### src/rtl/magnitude_search_4bit.sv
// Binary search over 0..15 driven by an external combinational comparator.
// Each SEARCH cycle evaluates one probe; inconsistent comparator flags abort to DONE with error set.
module magnitude_search_4bit (
  input  logic       clk,
  input  logic       rst,
  input  logic       start,
  input  logic       alb,
  input  logic       aeb,
  input  logic       agb,
  output logic [3:0] guess,
  output logic       busy,
  output logic       done,
  output logic [3:0] result,
  output logic [2:0] steps,
  output logic       error
);

  localparam int unsigned VAL_W  = 4;
  localparam int unsigned SUM_W  = VAL_W + 1;
  localparam int unsigned STEP_W = 3;

  typedef enum logic [1:0] {
    S_IDLE   = 2'd0,
    S_SEARCH = 2'd1,
    S_DONE   = 2'd2
  } state_t;

  state_t             r_state,  w_state_nxt;
  logic [VAL_W-1:0]   r_lo,     w_lo_nxt;
  logic [VAL_W-1:0]   r_hi,     w_hi_nxt;
  logic [VAL_W-1:0]   r_result, w_result_nxt;
  logic [STEP_W-1:0]  r_steps,  w_steps_nxt;
  logic               r_error,  w_error_nxt;

  logic [SUM_W-1:0]   w_sum;
  logic [VAL_W-1:0]   w_mid;
  logic [2:0]         w_flags;

  // Midpoint of the current bounds; the extra sum bit keeps lo+hi from wrapping
  assign w_sum   = SUM_W'(r_lo) + SUM_W'(r_hi);
  assign w_mid   = w_sum[SUM_W-1:1];
  assign w_flags = {alb, aeb, agb};

  assign guess  = (r_state == S_SEARCH) ? w_mid : VAL_W'(0);
  assign busy   = (r_state == S_SEARCH);
  assign done   = (r_state == S_DONE);
  assign result = r_result;
  assign steps  = r_steps;
  assign error  = r_error;

  always_ff @(posedge clk) begin
    if (rst) begin
      r_state  <= S_IDLE;
      r_lo     <= VAL_W'(0);
      r_hi     <= VAL_W'(15);
      r_result <= VAL_W'(0);
      r_steps  <= STEP_W'(0);
      r_error  <= 1'b0;
    end else begin
      r_state  <= w_state_nxt;
      r_lo     <= w_lo_nxt;
      r_hi     <= w_hi_nxt;
      r_result <= w_result_nxt;
      r_steps  <= w_steps_nxt;
      r_error  <= w_error_nxt;
    end
  end

  always_comb begin
    w_state_nxt  = r_state;
    w_lo_nxt     = r_lo;
    w_hi_nxt     = r_hi;
    w_result_nxt = r_result;
    w_steps_nxt  = r_steps;
    w_error_nxt  = r_error;
    case (r_state)
      S_IDLE, S_DONE: begin
        if (start) begin
          w_state_nxt  = S_SEARCH;
          w_lo_nxt     = VAL_W'(0);
          w_hi_nxt     = VAL_W'(15);
          w_result_nxt = VAL_W'(0);
          w_steps_nxt  = STEP_W'(0);
          w_error_nxt  = 1'b0;
        end
      end
      S_SEARCH: begin
        // start is deliberately ignored here: a running search cannot be restarted
        w_steps_nxt = STEP_W'(r_steps + STEP_W'(1));
        if (w_flags == 3'b010) begin
          w_result_nxt = w_mid;
          w_state_nxt  = S_DONE;
        end else if (w_flags == 3'b100 && w_mid < r_hi) begin
          w_lo_nxt = VAL_W'(w_mid + VAL_W'(1));
        end else if (w_flags == 3'b001 && w_mid > r_lo) begin
          w_hi_nxt = VAL_W'(w_mid - VAL_W'(1));
        end else begin
          w_error_nxt  = 1'b1;
          w_result_nxt = VAL_W'(0);
          w_state_nxt  = S_DONE;
        end
      end
      default: w_state_nxt = S_IDLE;
    endcase
  end

endmodule
### config.mk
export PLATFORM = sky130hd
export DESIGN_NAME = magnitude_search_4bit
export DESIGN_NICKNAME = d
export VERILOG_FILES = /design/src/rtl/magnitude_search_4bit.sv
export SDC_FILE = /design/constraint.sdc
export NUM_CORES = 1
export LEC_CHECK = 0
export CORE_MARGIN = 5
export CORE_UTILIZATION = 55
export DETAILED_ROUTE_END_ITERATION = 12
export PLACE_DENSITY = 0.82
export SYNTH_ARGS = -nofsm -noshare
export SYNTH_HDL_FRONTEND = slang
export SYNTH_SLANG_ARGS = --single-unit
### constraint.sdc
create_clock -name clk -period 7.7 [get_ports clk]
set_input_delay 0.77 -clock clk [delete_from_list [all_inputs] [get_ports clk]]
set_output_delay 0.77 -clock clk [all_outputs]
set_load 0.005 [all_outputs]
==> results of run 1 <==
worst min path at each step:
stage,to,cells past startpoint
2_1_floorplan,r_lo[0],2
3_3_place_gp,error,1
3_5_place_dp,error,1
4_1_cts,error,1
5_1_grt,error,1
6_report,error,1
sequential cells by signal, indices dropped and copies added (netlist names):
name and count:
error 1, result 4, r_state 2, r_hi 4, r_lo 4, steps 3
power groups by stage:
stage | combinational (mW) | clock [mW] | sequential [mW]
6_report | 0.0328 | 0.0618 | 0.0963
5_1_grt | 0.0366 | 0.0690 | 0.0965
4_1_cts | 0.0330 | 0.0609 | 0.0962
3_5_place_dp | 0.0327 | 0 | 0.0983
3_3_place_gp | 0.0315 | 0 | 0.0982
2_1_floorplan | 0.0199 | 0 | 0.0982
routing by layer:
layer	routed length, µm	up-vias	part of all wire	GRT usage
li1	-	531	-	-
met3	107	5	0.036	0.0475
met4	49	0	0.016	0.0894
met1	1290	511	0.43	0.244
met5	0	-	0	0
met2	1550	27	0.52	0.356
worst register-to-register path, delay by kind of cell, from the launching register on:
family	cells	cell delay, ns
fa+ha+maj	2	0.83
simple gates	5	0.70
mux	1	0.39
flops	1	0.38
buf+inv	1	0.10
compound gates	2	0.55
final cells by class:
type | count | area (µm²) | share of cell area
repair buffers | 19 | 190 | 0.131
clock buffers | 4 | 36.3 | 0.0249
well taps | 28 | 35.0 | 0.0241
flip-flops and latches | 18 | 360 | 0.248
inverters | 11 | 41.3 | 0.0284
multi-input cells | 105 | 792 | 0.544
metrics by stage:
step | power [mW] | setup slack (ns) | hold WS [ns]
after CTS | 0.190 | 4.48 | 0.512
final | 0.191 | 4.45 | 0.509
after floorplan | 0.118 | 5.04 | 0.492
after detailed placement | 0.131 | 4.77 | 0.488
after global placement | 0.130 | 4.86 | 0.485
after global routing | 0.202 | 4.33 | 0.527
synthesized netlist by cell type, types with 3 or more instances:
master,n
xnor2_1,3
nand2_1,8
a21oi_1,16
nor3_1,3
inv_1,11
ha_1,13
a211oi_2,6
nor4_1,3
clkbuf_1,3
nand2b_1,4
dfxtp_1,18
nor2_1,11
nor2b_1,3
kinds of logic (layout without fill, tap and decap cells):
logic type | count (synthesis) | count (layout) | synth area share
adders and majority gates | 14 | 14 | 0.151
DFF | 18 | 18 | 0.297
buffers and inverters | 16 | 34 | 0.0505
and+or+nand+nor | 47 | 47 | 0.221
xor gates and xnor gates | 6 | 6 | 0.0495
muxes | 1 | 1 | 0.00928
AOI/OAI and AO/OA | 37 | 37 | 0.223
==> flow_summary.yaml, run 1 <==
status:
  status: "finished clean"
detailed_routing:
  ant_nets: 0
  vias_per_cell: 5.81
  route.vias.total: 1074
  wl_um: 3000
  dr.pass1.iters: 4
  wl_per_cell_um: 16.2
  drt-initial-drc-count: 26
  drc_errors: 0
critical_path:
  critical-path-max-stage-delay_ns: 0.50
  startpoint: "r_lo[1]"
  setup.worst_path.start_class: "flip-flop"
  endpoint: "guess[3]"
  crit_cells: 7
  cp_num_buf_inv: 2
  crit_path_end_kind: "primary output"
  crit_arrival_ns: 2.48
  crit_chain: "inv_1, fa_1, nor2b_1, o21ai_0, nand2b_1, and2_1, clkdlybuf4s50_1"
  cp.required_ns: 6.93
  r2r_slack_ns: 4.70
  r2r_start: "r_lo[1]"
  crit_type: "reg -> out"
  critPathMaxFanout: 7
  crit_slowest_cell: "clkdlybuf4s50_1"
  ff2ff_path_depth: 11
  reg2reg_to: "r_hi[0]"
  critPathTopFamily: "buffers and inverters"
floorplanning:
  die_h_um: 57.0
  start_util: 0.565
  dieArea_um2: 3250
  dieWidth_um: 57.0
  num_rows: 17
  coreArea_um2: 2150
  pin_count: 20
clocking:
  cts_resized: 0
  cts_root_buffer: "clkbuf_4"
  clkSinkCount: 18
  post_cts_buffers: 0
  clk_pin_slew_worst_paths_ns: 0.11
  clk_path_buf_depth: 2
  insertion_delay_ns: 0.31
  htree_levels: 1
  cts_tree: "built"
  cts_buffers: 3
  holdBufCountCts: 0
timing:
  worstMarginPinSlew_ns: 0.760
  fin_skew_ns: 0.00959
  period_needed_ns: 3.25
  fmaxAchievable_mhz: 308
  setup_tns_ns: 0
  finalSetupViolCount: 0
  fin_crit_sh: 0.422
  final-hold-violation-count: 0
  maxSlewViolCount: 0
  rsz0062_at_grt: "no"
  timing.max_slew.rel_slack: 0.492
placement:
  dp_cells: 181
  port_buffers: 19
  gp_congestion: 0.839
  place_area_um2: 1420
  hpwl_um: 2310
synth:
  synth.avg_cell_area_um2: 8.73
  yosysTopAreaCellShare: 0.297
  syn_inst: 139
  ys_seq_area_frac: 0.297
  yosys_register_bits: 18
  async_reset_ff_frac: 0
  synth_nets: 159
  synth.distinct_cells: 43
  synthFlopType: "dfxtp_1"
  netlist_top_cells_area: "dfxtp_1 (30%), ha_1 (13%), a21oi_1 (6.6%)"
  yosysWarnings: 0
  netlist_area_um2: 1210
  synth_edf_count: 0
  synth_area_leader_cell: "dfxtp_1"
global_route:
  track_usage: 0.207
  grt_pass1_wl_um: 5290
  grt-ovfl-total: 0
  grt_antenna_before_repair: 0
  grt_pass1_vias: 1130
  grt_max_degree: 18
pwr:
  intPower_uw: 138
  p_leak_nw: 0.592
  switching_power_uw: 52.6
  power_density_nw_per_um2: 131
  seqPwrFrac: 0.504
  combinationalPowerShare: 0.172
  p_clk_frac: 0.324
  swShare: 0.276
  vdd.ir_drop.worst_mv: 0.147
finish:
  nFillCells: 178
  area_delta_synth_final_pct: 19.9
  final_core_util: 0.677
  finalInstanceArea_um2: 1460
  num-nets-final: 178
  diodes: 0
  layout.cells.non_filler: 185
  final_common_cell: "clkdlybuf4s50_1"
  layout-drive-gt1-share: 0.121
  layout_common_cells: "clkdlybuf4s50_1 (19), dfxtp_1 (18), a21oi_1 (16)"
worst_hold_path:
  hp-start: "error"
  hold_path_class: "reg -> reg"
job:
  maxCapViolCount: 0
No activity file was read; power rests on OpenSTA's default activity.
==> inputs of run 2 (changes only) <==
--- a/config.mk
+++ b/config.mk
@@ -6,9 +6,9 @@
 export NUM_CORES = 1
 export LEC_CHECK = 0
 export CORE_MARGIN = 5
-export CORE_UTILIZATION = 55
+export CORE_UTILIZATION = 52
 export DETAILED_ROUTE_END_ITERATION = 12
-export PLACE_DENSITY = 0.82
+export PLACE_DENSITY = 0.78
 export SYNTH_ARGS = -nofsm -noshare
 export SYNTH_HDL_FRONTEND = slang
 export SYNTH_SLANG_ARGS = --single-unit
==> constraint.sdc (replaced) <==
create_clock -name clk -period 3.2 [get_ports clk]
set_input_delay 0.32 -clock clk [delete_from_list [all_inputs] [get_ports clk]]
set_output_delay 0.32 -clock clk [all_outputs]
set_load 0.005 [all_outputs]
==> run 2 against run 1 <==
Effect of this change:
- clock skew fell by 0.0047 ns
- count of clock-buffer cells in the layout unchanged
- power is 140% higher
- first-iteration DRC count rose by 3.8%
- wire length down 6.6%
- sequential cell count stayed put
- cell area is 0.52% higher
- non-clock buffer count up 1
- worst hold slack better by 0.033 ns
- final cell count is 0.54% higher
- critical path depth is 4 higher
- critical endpoint is now r_hi[0]
- largest power group unchanged
==> flow_summary.yaml, run 2 (synthesized netlist as in run 1, its figures left out) <==
finish:
  layout.cells.non_filler: 186
  num-nets-final: 179
  final_common_cell: "clkdlybuf4s50_1"
  final_core_util: 0.661
  layout-drive-gt1-share: 0.127
  nFillCells: 202
  area_delta_synth_final_pct: 20.5
  diodes: 0
  multi_input_area_um2: 792
  regArea_um2: 360
  layout_common_cells: "clkdlybuf4s50_1 (19), dfxtp_1 (18), a21oi_1 (16)"
  finalInstanceArea_um2: 1460
placement:
  hpwl_um: 2170
  port_buffers: 19
  place_area_um2: 1430
  gp_congestion: 0.863
  dp_cells: 182
global_route:
  grt_max_degree: 18
  grt-ovfl-total: 0
  grt_pass1_vias: 1024
  grt_pass1_wl_um: 4650
  track_usage: 0.175
  grt_antenna_before_repair: 0
pwr:
  vdd.ir_drop.worst_mv: 0.209
  p_leak_nw: 0.596
  intPower_uw: 333
  swShare: 0.272
  seqPwrFrac: 0.507
  power_density_nw_per_um2: 313
  switching_power_uw: 124
  power_uw: 457
  combinationalPowerShare: 0.171
  p_clk_frac: 0.322
critical_path:
  critPathMaxFanout: 7
  crit_cells: 11
  cp_num_buf_inv: 0
  ff2ff_path_depth: 11
  crit_chain: "nand2_1, fa_1, nor2b_1, o21ai_0, nand2b_1, ha_1, nand4_1, nand3_1, a211oi_2, mux2_2, nand2_1"
  crit_path_end_kind: "flip-flop"
  crit_slowest_cell: "fa_1"
  crit_arrival_ns: 3.15
  crit_type: "reg -> reg"
  critPathTopFamily: "adder cells"
  critical-path-max-stage-delay_ns: 0.44
  setup.worst_path.start_class: "flip-flop"
  crit_top_cell: "nand2_1"
  cp.required_ns: 3.45
detailed_routing:
  drc_errors: 0
  wl_per_cell_um: 15.1
  drt-initial-drc-count: 27
  wl_um: 2800
  route.vias.total: 1057
  vias_per_cell: 5.68
  dr.pass1.iters: 4
  ant_nets: 0
clocking:
  post_cts_buffers: 0
  insertion_delay_ns: 0.30
  holdBufCountCts: 0
  clkSinkCount: 18
  clk_pin_slew_worst_paths_ns: 0.12
  cts_buffers: 3
  htree_levels: 1
  clk_path_buf_depth: 2
  cts_tree: "built"
  cts_resized: 0
  cts_root_buffer: "clkbuf_4"
timing:
  period_needed_ns: 2.90
  maxSlewViolCount: 0
  timing.max_slew.rel_slack: 0.574
  worstMarginPinSlew_ns: 0.637
  final-hold-violation-count: 0
  fin_crit_sh: 0.906
  setup_tns_ns: 0
  fmaxAchievable_mhz: 345
  fin_skew_ns: 0.00484
  rsz0062_at_grt: "no"
  finalSetupViolCount: 0
floorplanning:
  num_rows: 17
  pin_count: 20
  die_h_um: 58.3
  dieArea_um2: 3400
  coreArea_um2: 2210
  start_util: 0.549
  dieWidth_um: 58.3
status:
  status: "finished clean"
worst_hold_path:
  holdPathStages: 1
  hold_path_class: "reg -> reg"
job:
  maxCapViolCount: 0
run 2: cell types whose count changed in the layout (fill, tap and decap cells not counted), sizes merged:
| cell | before | now |
|---|---|---|
| buf | 0 | 1 |
run 2: stage by stage:
stage	hold WS, ns	setup WS, ns
2_1_floorplan	0.492	0.542
3_3_place_gp	0.488	0.382
3_5_place_dp	0.498	0.359
4_1_cts	0.532	0.328
5_1_grt	0.562	0.117
6_report	0.542	0.300
run 2: power groups by stage:
stage / registers (mW) / logic, mW / clock network (mW)
5_1_grt: 0.232 / 0.0858 / 0.156
3_3_place_gp: 0.236 / 0.0769 / 0
3_5_place_dp: 0.237 / 0.0779 / 0
6_report: 0.232 / 0.0781 / 0.147
4_1_cts: 0.232 / 0.0781 / 0.146
2_1_floorplan: 0.236 / 0.0478 / 0
run 2: area by class of cell:
type | instances | share of cell area
multi-input cells | 105 | 0.541
well taps | 28 | 0.0240
clock buffers | 4 | 0.0248
inverters | 11 | 0.0282
flip-flops and latches | 18 | 0.246
repair buffers | 20 | 0.135
run 2: path summary, 6_finish.rpt:
| kind | start | endpoint | slack (ns) |
|---|---|---|---|
| setup / recovery | r_lo[0] | r_hi[0] | 0.30 |
| hold / removal | error | error | 0.54 |
| setup reg to reg | r_lo[0] | r_hi[0] | 0.30 |
| hold reg to reg | error | error | 0.54 |
run 2: layer usage:
layer,GRT usage,part of all wire,wire (µm)
met4,0.0497,0.017,47
met1,0.240,0.46,1300
met2,0.279,0.45,1250
met5,0,0,0
met3,0.0329,0.073,205
